===== config.mk =====
export PLATFORM = sky130hd
export DESIGN_NAME = audio_i2s_tx
export DESIGN_NICKNAME = d
export VERILOG_FILES = /design/src/rtl/audio_i2s_tx.sv
export SDC_FILE = /design/constraint.sdc
export NUM_CORES = 1
export LEC_CHECK = 0
export CAP_MARGIN = 20
export CORE_UTILIZATION = 45
export CTS_BUF_LIST = sky130_fd_sc_hd__clkbuf_8 sky130_fd_sc_hd__clkbuf_16
export CTS_CLUSTER_DIAMETER = 100
export CTS_CLUSTER_SIZE = 12
export DETAILED_ROUTE_END_ITERATION = 8
export HOLD_SLACK_MARGIN = 0.05
export PLACE_DENSITY_LB_ADDON = 0.12
export SETUP_SLACK_MARGIN = 0.5
export SKIP_LAST_GASP = 1
export SYNTH_ARGS = -nofsm -noshare
export SYNTH_HDL_FRONTEND = slang
export SYNTH_SLANG_ARGS = --single-unit
export TNS_END_PERCENT = 1

===== constraint.sdc =====
create_clock -name i_clock -period 5 [get_ports i_clock]
set_input_delay 1 -clock i_clock [delete_from_list [all_inputs] [get_ports i_clock]]
set_output_delay 1 -clock i_clock [all_outputs]
set_load 0.03 [all_outputs]

===== src/rtl/audio_i2s_tx.sv =====
`default_nettype none
// ============================================================================
//  Module      : audio_i2s_tx
//  Description : FIFO-buffered stereo I2S / left-justified transmitter.
//                Stereo frames enter a small FIFO through a valid/ready
//                handshake. They are serialised MSB-first onto the codec
//                pins. MCLK, SCLK and LRCK are divided from i_clock by
//                counters, so the block has no derived clock domains.
//
//  Ports       : i_clock, i_reset      - system clock, sync active-high reset
//                i_valid / o_ready     - frame push handshake
//                i_left, i_right       - two's complement channel samples
//                o_level               - frames currently buffered
//                o_underrun            - 1-cycle pulse, frame start found FIFO empty
//                o_i2s_mclk/sclk/lrck  - codec clocks (lrck 0 = left slot)
//                o_i2s_sdout           - serial data, changes on SCLK fall
//
//  Revision    : 1.0 - initial release
// ============================================================================
module audio_i2s_tx #(
    parameter int SAMPLE_WIDTH   = 16,
    parameter int SLOT_WIDTH     = 32,
    parameter int FIFO_DEPTH     = 8,
    parameter int SCLK_HALF      = 16,
    parameter int MCLK_HALF      = 4,
    parameter bit LEFT_JUSTIFIED = 1'b0
) (
    input  logic                          i_clock,
    input  logic                          i_reset,
    input  logic                          i_valid,
    output logic                          o_ready,
    input  logic [SAMPLE_WIDTH-1:0]       i_left,
    input  logic [SAMPLE_WIDTH-1:0]       i_right,
    output logic [$clog2(FIFO_DEPTH):0]   o_level,
    output logic                          o_underrun,
    output logic                          o_i2s_mclk,
    output logic                          o_i2s_sclk,
    output logic                          o_i2s_lrck,
    output logic                          o_i2s_sdout
);

    localparam int c_PTR_W      = $clog2(FIFO_DEPTH);
    localparam int c_LVL_W      = c_PTR_W + 1;
    localparam int c_FRAME_BITS = 2 * SLOT_WIDTH;
    localparam int c_BIT_W      = $clog2(c_FRAME_BITS);
    localparam int c_SCLK_W     = $clog2(SCLK_HALF);
    localparam int c_MCLK_W     = (MCLK_HALF > 1) ? $clog2(MCLK_HALF) : 1;
    // Data lags LRCK by one SCLK in I2S mode, none when left-justified.
    localparam int c_DELAY      = LEFT_JUSTIFIED ? 0 : 1;

    // ------------------------------------------------------------------
    // Registers
    // ------------------------------------------------------------------
    logic [c_MCLK_W-1:0]     r_mclk_cnt;
    logic                    r_mclk;
    logic [c_SCLK_W-1:0]     r_sclk_cnt;
    logic                    r_sclk;
    logic [c_BIT_W-1:0]      r_bit;
    logic                    r_lrck;
    logic                    r_sdout;
    logic                    r_underrun;
    logic [SAMPLE_WIDTH-1:0] r_left;
    logic [SAMPLE_WIDTH-1:0] r_right;
    logic [SAMPLE_WIDTH-1:0] r_mem_left  [FIFO_DEPTH];
    logic [SAMPLE_WIDTH-1:0] r_mem_right [FIFO_DEPTH];
    logic [c_PTR_W-1:0]      r_wr_ptr;
    logic [c_PTR_W-1:0]      r_rd_ptr;
    logic [c_LVL_W-1:0]      r_level;
    logic                    r_ready;

    // ------------------------------------------------------------------
    // Combinational decode
    // ------------------------------------------------------------------
    logic                    w_fall;
    logic [c_BIT_W-1:0]      w_pos;
    logic                    w_right_ch;
    logic [c_BIT_W-1:0]      w_k;
    logic                    w_load;
    logic                    w_empty;
    logic                    w_push;
    logic                    w_pop;
    logic [SAMPLE_WIDTH-1:0] w_new_left;
    logic [SAMPLE_WIDTH-1:0] w_new_right;
    logic [SAMPLE_WIDTH-1:0] w_word;
    logic [c_BIT_W-1:0]      w_idx;
    logic [SAMPLE_WIDTH-1:0] w_mask;
    logic                    w_bit;
    logic [c_LVL_W-1:0]      w_level_next;

    // The fall event is the cycle whose edge registers sclk 1 -> 0.
    assign w_fall  = r_sclk && (r_sclk_cnt == c_SCLK_W'(SCLK_HALF - 1));
    assign w_empty = (r_level == '0);
    assign w_push  = i_valid && r_ready;

    always_comb begin
        // Slot position of the bit being emitted, shifted back by the data delay.
        if ((c_DELAY != 0) && (r_bit == '0)) begin
            w_pos = c_BIT_W'(c_FRAME_BITS - 1);
        end else begin
            w_pos = r_bit - c_BIT_W'(c_DELAY);
        end

        w_right_ch = (w_pos >= c_BIT_W'(SLOT_WIDTH));
        w_k        = w_right_ch ? (w_pos - c_BIT_W'(SLOT_WIDTH)) : w_pos;
        w_load     = w_fall && (w_pos == '0);
        w_pop      = w_load && !w_empty;

        w_new_left  = w_empty ? '0 : r_mem_left[r_rd_ptr];
        w_new_right = w_empty ? '0 : r_mem_right[r_rd_ptr];

        // On the load edge the fresh frame's left MSB goes out immediately.
        if (w_right_ch) begin
            w_word = r_right;
        end else if (w_load) begin
            w_word = w_new_left;
        end else begin
            w_word = r_left;
        end

        w_idx  = c_BIT_W'(SAMPLE_WIDTH - 1) - w_k;
        w_mask = {{(SAMPLE_WIDTH-1){1'b0}}, 1'b1} << w_idx;
        w_bit  = (w_k < c_BIT_W'(SAMPLE_WIDTH)) ? |(w_word & w_mask) : 1'b0;

        case ({w_push, w_pop})
            2'b10:   w_level_next = r_level + c_LVL_W'(1);
            2'b01:   w_level_next = r_level - c_LVL_W'(1);
            default: w_level_next = r_level;
        endcase
    end

    // ------------------------------------------------------------------
    // Clock dividers, bit counter and serial output
    // ------------------------------------------------------------------
    always_ff @(posedge i_clock) begin
        if (i_reset) begin
            r_mclk_cnt <= '0;
            r_mclk     <= 1'b0;
            r_sclk_cnt <= '0;
            r_sclk     <= 1'b0;
            r_bit      <= '0;
            r_lrck     <= 1'b0;
            r_sdout    <= 1'b0;
            r_underrun <= 1'b0;
            r_left     <= '0;
            r_right    <= '0;
        end else begin
            if (r_mclk_cnt == c_MCLK_W'(MCLK_HALF - 1)) begin
                r_mclk_cnt <= '0;
                r_mclk     <= ~r_mclk;
            end else begin
                r_mclk_cnt <= r_mclk_cnt + c_MCLK_W'(1);
            end

            if (r_sclk_cnt == c_SCLK_W'(SCLK_HALF - 1)) begin
                r_sclk_cnt <= '0;
                r_sclk     <= ~r_sclk;
            end else begin
                r_sclk_cnt <= r_sclk_cnt + c_SCLK_W'(1);
            end

            r_underrun <= w_load && w_empty;

            if (w_fall) begin
                r_bit   <= (r_bit == c_BIT_W'(c_FRAME_BITS - 1)) ? '0 : r_bit + c_BIT_W'(1);
                r_lrck  <= (r_bit >= c_BIT_W'(SLOT_WIDTH));
                r_sdout <= w_bit;
            end

            // A starved frame is sent as silence.
            if (w_load) begin
                r_left  <= w_new_left;
                r_right <= w_new_right;
            end
        end
    end

    // ------------------------------------------------------------------
    // Frame FIFO
    // ------------------------------------------------------------------
    always_ff @(posedge i_clock) begin
        if (w_push) begin
            r_mem_left[r_wr_ptr]  <= i_left;
            r_mem_right[r_wr_ptr] <= i_right;
        end
    end

    always_ff @(posedge i_clock) begin
        if (i_reset) begin
            r_wr_ptr <= '0;
            r_rd_ptr <= '0;
            r_level  <= '0;
            r_ready  <= 1'b0;
        end else begin
            if (w_push) begin
                r_wr_ptr <= r_wr_ptr + c_PTR_W'(1);
            end
            if (w_pop) begin
                r_rd_ptr <= r_rd_ptr + c_PTR_W'(1);
            end
            r_level <= w_level_next;
            // Registered from the next level so ready never lags occupancy.
            r_ready <= (w_level_next < c_LVL_W'(FIFO_DEPTH));
        end
    end

    assign o_ready     = r_ready;
    assign o_level     = r_level;
    assign o_underrun  = r_underrun;
    assign o_i2s_mclk  = r_mclk;
    assign o_i2s_sclk  = r_sclk;
    assign o_i2s_lrck  = r_lrck;
    assign o_i2s_sdout = r_sdout;

endmodule
`default_nettype wire


==> results of run 1 <==
==> repair_timing <==
item | CTS | global route
endpoints found under the hold margin | 0 | 0
setup buffers | 0 | 0
resized for setup | 0 | 1
hold buffers | 0 | 0
setup endpoints to repair | 0 | 2
==> power by group <==
| group | switching [mW] | internal (mW) | total, mW |
|---|---|---|---|
| Sequential | 0.0128 | 2.89 | 2.91 |
| Clock | 0.928 | 1.08 | 2.01 |
| Combinational | 0.0906 | 0.0595 | 0.150 |
==> critical path: stages (launching register included) <==
cell      delay [ns]
dfxtp_2         0.58
inv_1           0.20
ha_1            0.28
or4b_1          0.17
a21oi_1         0.12
nor2_1          0.49
nand3_1         0.35
inv_1           0.23
ha_1            0.26
ha_1            0.26
a21o_1          0.17
a21oi_1         0.18
xnor2_1         0.14
nand2b_1        0.08
xnor2_1         0.13
nor2b_1         0.13
==> cell usage in the layout (no fill, tap or decap), drive strengths merged, types with 12 or more instances in the layout <==
cell	count
clkdlybuf4s50	43
a21oi	46
dfxtp	63
mux2i	39
nor3	38
nand2	35
ha	12
nor2	60
nand3	19
mux4	54
clkbuf	30
edfxtp	256
inv	33
buf	16
==> cells by family after synthesis <==
family,Yosys count,synth area share
AND/OR/NAND/NOR,208,0.0812
multiplexers,102,0.133
buffers and inverters,55,0.0192
other,1,0.000293
AO/OA/AOI/OAI,84,0.0422
flip-flops,319,0.699
adder cells (fa/ha/maj),13,0.0133
XOR/XNOR,17,0.0116
==> flip-flops by register name, summed over array words and instances, names as in the netlist, named ones only <==
register and cells:
r_right 16, r_sclk_cnt 4, o_i2s_sdout 1, r_mclk_cnt 2, r_left 16, o_i2s_mclk 1
r_mem_left 128, o_i2s_lrck 1, o_i2s_sclk 1, r_rd_ptr 3, r_wr_ptr 3, o_level 4
o_underrun 1, r_mem_right 128, r_bit 6, o_ready 1
==> cell type report <==
cell class	count	area, sq um
fillers	2274	13300
flip-flops and latches	319	8960
multi-input cells	425	3680
clock buffers	30	751
repair buffers	59	561
well taps	378	473
clock inverters	25	123
inverters	9	33.8
==> metal layers <==
layer / up-vias / track usage
met1: 3529 / 0.260
met4: 0 / 0.0490
met5: - / 0
met2: 130 / 0.328
met3: 45 / 0.0257
li1: 3208 / -
==> worst max path at each step <==
stage / slack (ns) / endpoint / depth (start not counted) / startpoint
after floorplan: 1.10 / r_mem_left[2][0]$_DFFE_PP_ / 2 / i_valid
after global placement: 0.96 / o_level[3]$_SDFF_PP0_ / 15 / r_bit[0]$_SDFFE_PP0P_
after detailed placement: 0.77 / o_level[3]$_SDFF_PP0_ / 15 / r_bit[0]$_SDFFE_PP0P_
after CTS: 0.76 / o_level[3]$_SDFF_PP0_ / 15 / r_bit[0]$_SDFFE_PP0P_
after global routing: 0.73 / o_level[3]$_SDFF_PP0_ / 15 / r_bit[0]$_SDFFE_PP0P_
final: 1.10 / o_level[3]$_SDFF_PP0_ / 15 / r_bit[0]$_SDFFE_PP0P_
==> impl_metrics.yaml, run 1 <==
status:
  status: "completed"
routing:
  wl_met2_mm: 13.1
  met1_length_mm: 12.1
  postRouteAntennaNets: 0
  dr.pass1.iters: 5
  wl_per_cell_microns: 21.5
  vias_per_cell: 5.55
  vias: 6912
  drt-initial-drc-count: 489
  finalWirelength_mm: 26.8
  highest_layer: "met4"
  drc: 0
  dr_wl_met3_mm: 1.07
global_routing:
  grtUsageTotal: 0.192
  grt_max_degree: 62
  grt_overflow: 0
  antenna_found_initial: 0
  grt_pass1_wl_mm: 41.5
  first_global_vias: 7138
timing:
  period_needed_ns: 3.90
  post-route-period-util: 0.780
  hold-worst-slack_ns: 0.429
  post-route-worst-setup-slack_ns: 1.10
  slew_headroom: 0.413
  hold_viol_final: 0
  worstMarginPinSlew_ns: 0.881
  setup_tns_ns: 0
  drv_slew: 0
  fmax_mhz: 257
  setup-violations-final: 0
  final.setup_skew_ns: 0.0342
  rsz0062_at_grt: "no"
layout:
  nNetsFinal: 892
  final_cells: 1245
  design_area_sq_mm: 0.0146
  finalCoreUtilization: 0.523
  drive_gt1_frac: 0.153
  diodes: 0
  area_growth_pct: 13.8
synthesis:
  synth.distinct_cells: 59
  yosys.area.top_type: "edfxtp_1"
  synth_seq_cells: 319
  ys_top_cells_by_area: "edfxtp_1 60%, dfxtp_1 9.8%, mux4_2 9.5%"
  ys_seq_area_frac: 0.699
  yosysWarnings: 0
  synth_edf_count: 256
  syn_inst: 799
  yosysMostFrequentCell: "edfxtp_1"
  syn_avg_cell_area_sq_um: 16.0
  async_reset_ff_frac: 0
  synthFlopType: "edfxtp_1"
  synth_nets: 847
  synth_top_area_frac: 0.600
  synth_area_sq_mm: 0.0128
  ys_top_cells_by_count: "256 x edfxtp_1, 63 x dfxtp_1, 60 x nor2_1"
cts:
  htree_levels: 1
  clkSinkCount: 319
  path_clk_slew_ns: 0.06
  clockRootBuffer: "clkbuf_16"
  cts_buffer_depth: 3
  clock_latency_ns: 0.58
  cts_made_buffers: 30
  cts_tree: "done"
worst_setup_path:
  cp-end-kind: "flip-flop"
  worstPathArrival_ns: 4.34
  r2r_start: "r_bit[0]$_SDFFE_PP0P_"
  startpoint_type: "flip-flop"
  worstReg2RegEnd: "o_level[3]$_SDFF_PP0_"
  cp_data_required_time_ns: 5.44
  r2r_cells: 15
  critical_path_class: "reg -> reg"
  r2r_setup_slack_ns: 1.10
  critPathMaxFanout: 21
floorplanning:
  core_area_sq_mm: 0.0279
  start_util: 0.460
  dieArea_sq_mm: 0.0291
  die_h_microns: 171
  rows: 61
  die_x_microns: 171
  io_pins: 45
place:
  dp.cells: 1189
  dpl-instance-area_sq_mm: 0.0137
  port-buffer-count: 44
  gp_routability_congestion: 0.871
  post-dp-hpwl_mm: 15.3
  place_ws_ns: 0.768
power_and_ir_drop:
  p_leak_nw: 4.59
  powerDensity_mw_per_mm2: 348
  vdd_ir_drop_max_mv: 0.226
  power_mw: 5.07
flow_run:
  cap_violations: 0
worst_hold_path:
  min_from: "r_mclk_cnt[0]$_SDFF_PP0_"
  hold_depth: 1
  min_to: "r_mclk_cnt[0]$_SDFF_PP0_"
  hp-class: "reg -> reg"
Note: power is estimated with default switching activity, not from simulation.
==> run 2, diff against run 1 <==
clock period = 3.1 ns   (was 5 ns; I/O delays follow)
==> run 2 against run 1 <==
Compared with the run above:
- clock skew decreased by 0.016 ns
- total power increased by 62%
- clock-buffer cell count unchanged
- design area increased by 3.7%
- register-to-register slack got worse by 0.77 ns
- first-iteration DRC count increased by 9.2%
==> impl_metrics.yaml, run 2 (synthesis gave the netlist of run 1 again) <==
power_and_ir_drop:
  powerDensity_mw_per_mm2: 542
  power_mw: 8.19
  vdd_ir_drop_max_mv: 0.496
  p_leak_nw: 4.79
timing:
  hold_viol_final: 0
  setup-violations-final: 0
  post-route-worst-setup-slack_ns: 0.332
  setup_tns_ns: 0
  fmax_mhz: 361
  rsz0062_at_grt: "yes"
  hold-worst-slack_ns: 0.422
  final.setup_skew_ns: 0.0183
  post-route-period-util: 0.893
  drv_slew: 0
  worstMarginPinSlew_ns: 0.733
  slew_headroom: 0.511
  period_needed_ns: 2.77
floorplanning:
  die_x_microns: 171
  core_area_sq_mm: 0.0279
  rows: 61
  dieArea_sq_mm: 0.0291
  die_h_microns: 171
  start_util: 0.460
  io_pins: 45
place:
  post-dp-hpwl_mm: 15.7
  port-buffer-count: 44
  gp_routability_congestion: 0.911
  place_ws_ns: -0.00151
routing:
  finalWirelength_mm: 27.3
  drc: 0
  vias: 7120
  vias_per_cell: 5.56
  dr_wl_met3_microns: 962
  dr.pass1.iters: 5
  wl_per_cell_microns: 21.3
  highest_layer: "met4"
  met1_length_mm: 12.3
  postRouteAntennaNets: 0
  drt-initial-drc-count: 534
  wl_met2_mm: 13.5
global_routing:
  first_global_vias: 7289
  grt_overflow: 0
  grt_pass1_wl_mm: 42.3
  grtUsageTotal: 0.195
  grt_max_degree: 51
  antenna_found_initial: 0
cts:
  clkSinkCount: 319
  cts_made_buffers: 30
  clock_latency_ns: 0.57
  cts_tree: "done"
  clockRootBuffer: "clkbuf_16"
  htree_levels: 1
  ctsHoldBuffers: 0
  path_clk_slew_ns: 0.07
  cts_buffer_depth: 3
layout:
  multi_input_area_sq_mm: 0.00383
  ff_latch_area_sq_mm: 0.00896
  reg.largest.list: "r_mem_left: 128 flops, r_mem_right: 128 flops"
  final_cell_mix: "256 x edfxtp_1, 57 x nor2_1, 56 x dfxtp_1"
  area_growth_pct: 18.0
  finalCoreUtilization: 0.542
  drive_gt1_frac: 0.215
  num-fill-cells: 2251
  diodes: 0
  nNetsFinal: 927
  final_common_cell: "edfxtp_1"
worst_setup_path:
  slowest_stage: "ha_2"
  cp_data_required_time_ns: 3.52
  cp_top_family: "compound AO/OA/AOI/OAI gates"
  critical_path_class: "reg -> reg"
  cp_common_cell: "buf_4"
  critPathMaxFanout: 11
  worstPathArrival_ns: 3.19
  crit_chain: "buf_4 -> or2_4 -> a221oi_4 -> buf_4 -> inv_1 -> ha_2 -> nor3_1 -> buf_4 -> nand4_1 -> o211ai_1 -> a2111oi_2 -> a311oi_1"
  path_buf_inv: 4
  startpoint_type: "flip-flop"
  crit_path_max_incr_delay_ns: 0.38
  cp-end-kind: "flip-flop"
worst_hold_path:
  hp-class: "reg -> reg"
flow_run:
  cap_violations: 0
status:
  status: "completed"
==> run 2: where the power goes <==
part | switching [mW] | internal, mW | total, mW
Combinational | 0.148 | 0.103 | 0.250
Sequential | 0.0215 | 4.67 | 4.69
Clock | 1.51 | 1.75 | 3.25
==> run 2: per-layer routing <==
| layer | GRT usage | vias up |
|---|---|---|
| li1 | - | 3276 |
| met1 | 0.266 | 3643 |
| met2 | 0.331 | 154 |
| met3 | 0.0252 | 47 |
| met4 | 0.0517 | 0 |
| met5 | 0 | - |
==> run 2: what timing repair did <==
| action | CTS | global route |
|---|---|---|
| pin swaps | 10 | 8 |
| setup buffers | 7 | 1 |
| setup endpoints to repair | 5 | 7 |
| resized for setup | 20 | 16 |
==> run 2: layout make-up <==
type,instances,share of cell area
clock inverter,26,0.00845
sequential,319,0.593
multi-input combinational,425,0.254
tap,378,0.0313
inverter,9,0.00240
timing repair buffer,94,0.0611
clock buffer,30,0.0497
==> run 2: metrics by stage <==
step	area, sq um	instances
2_1_floorplan	12800	799
3_3_place_gp	14000	1217
3_5_place_dp	14000	1217
4_1_cts	15000	1280
5_1_grt	15100	1281
6_report	15100	1281
==> run 2: path summary, 6_finish.rpt <==
path / startpoint / to / slack (ns) / depth (start not counted)
worst max-delay path: r_bit[2]$_SDFFE_PP0P_ / o_i2s_sdout$_SDFFE_PP0P_ / 0.33 / 12
worst min-delay path: r_mclk_cnt[0]$_SDFF_PP0_ / r_mclk_cnt[0]$_SDFF_PP0_ / 0.42 / 1
worst max register to register: r_bit[2]$_SDFFE_PP0P_ / o_i2s_sdout$_SDFFE_PP0P_ / 0.33 / 12
worst min register to register: r_mclk_cnt[0]$_SDFF_PP0_ / r_mclk_cnt[0]$_SDFF_PP0_ / 0.42 / 1
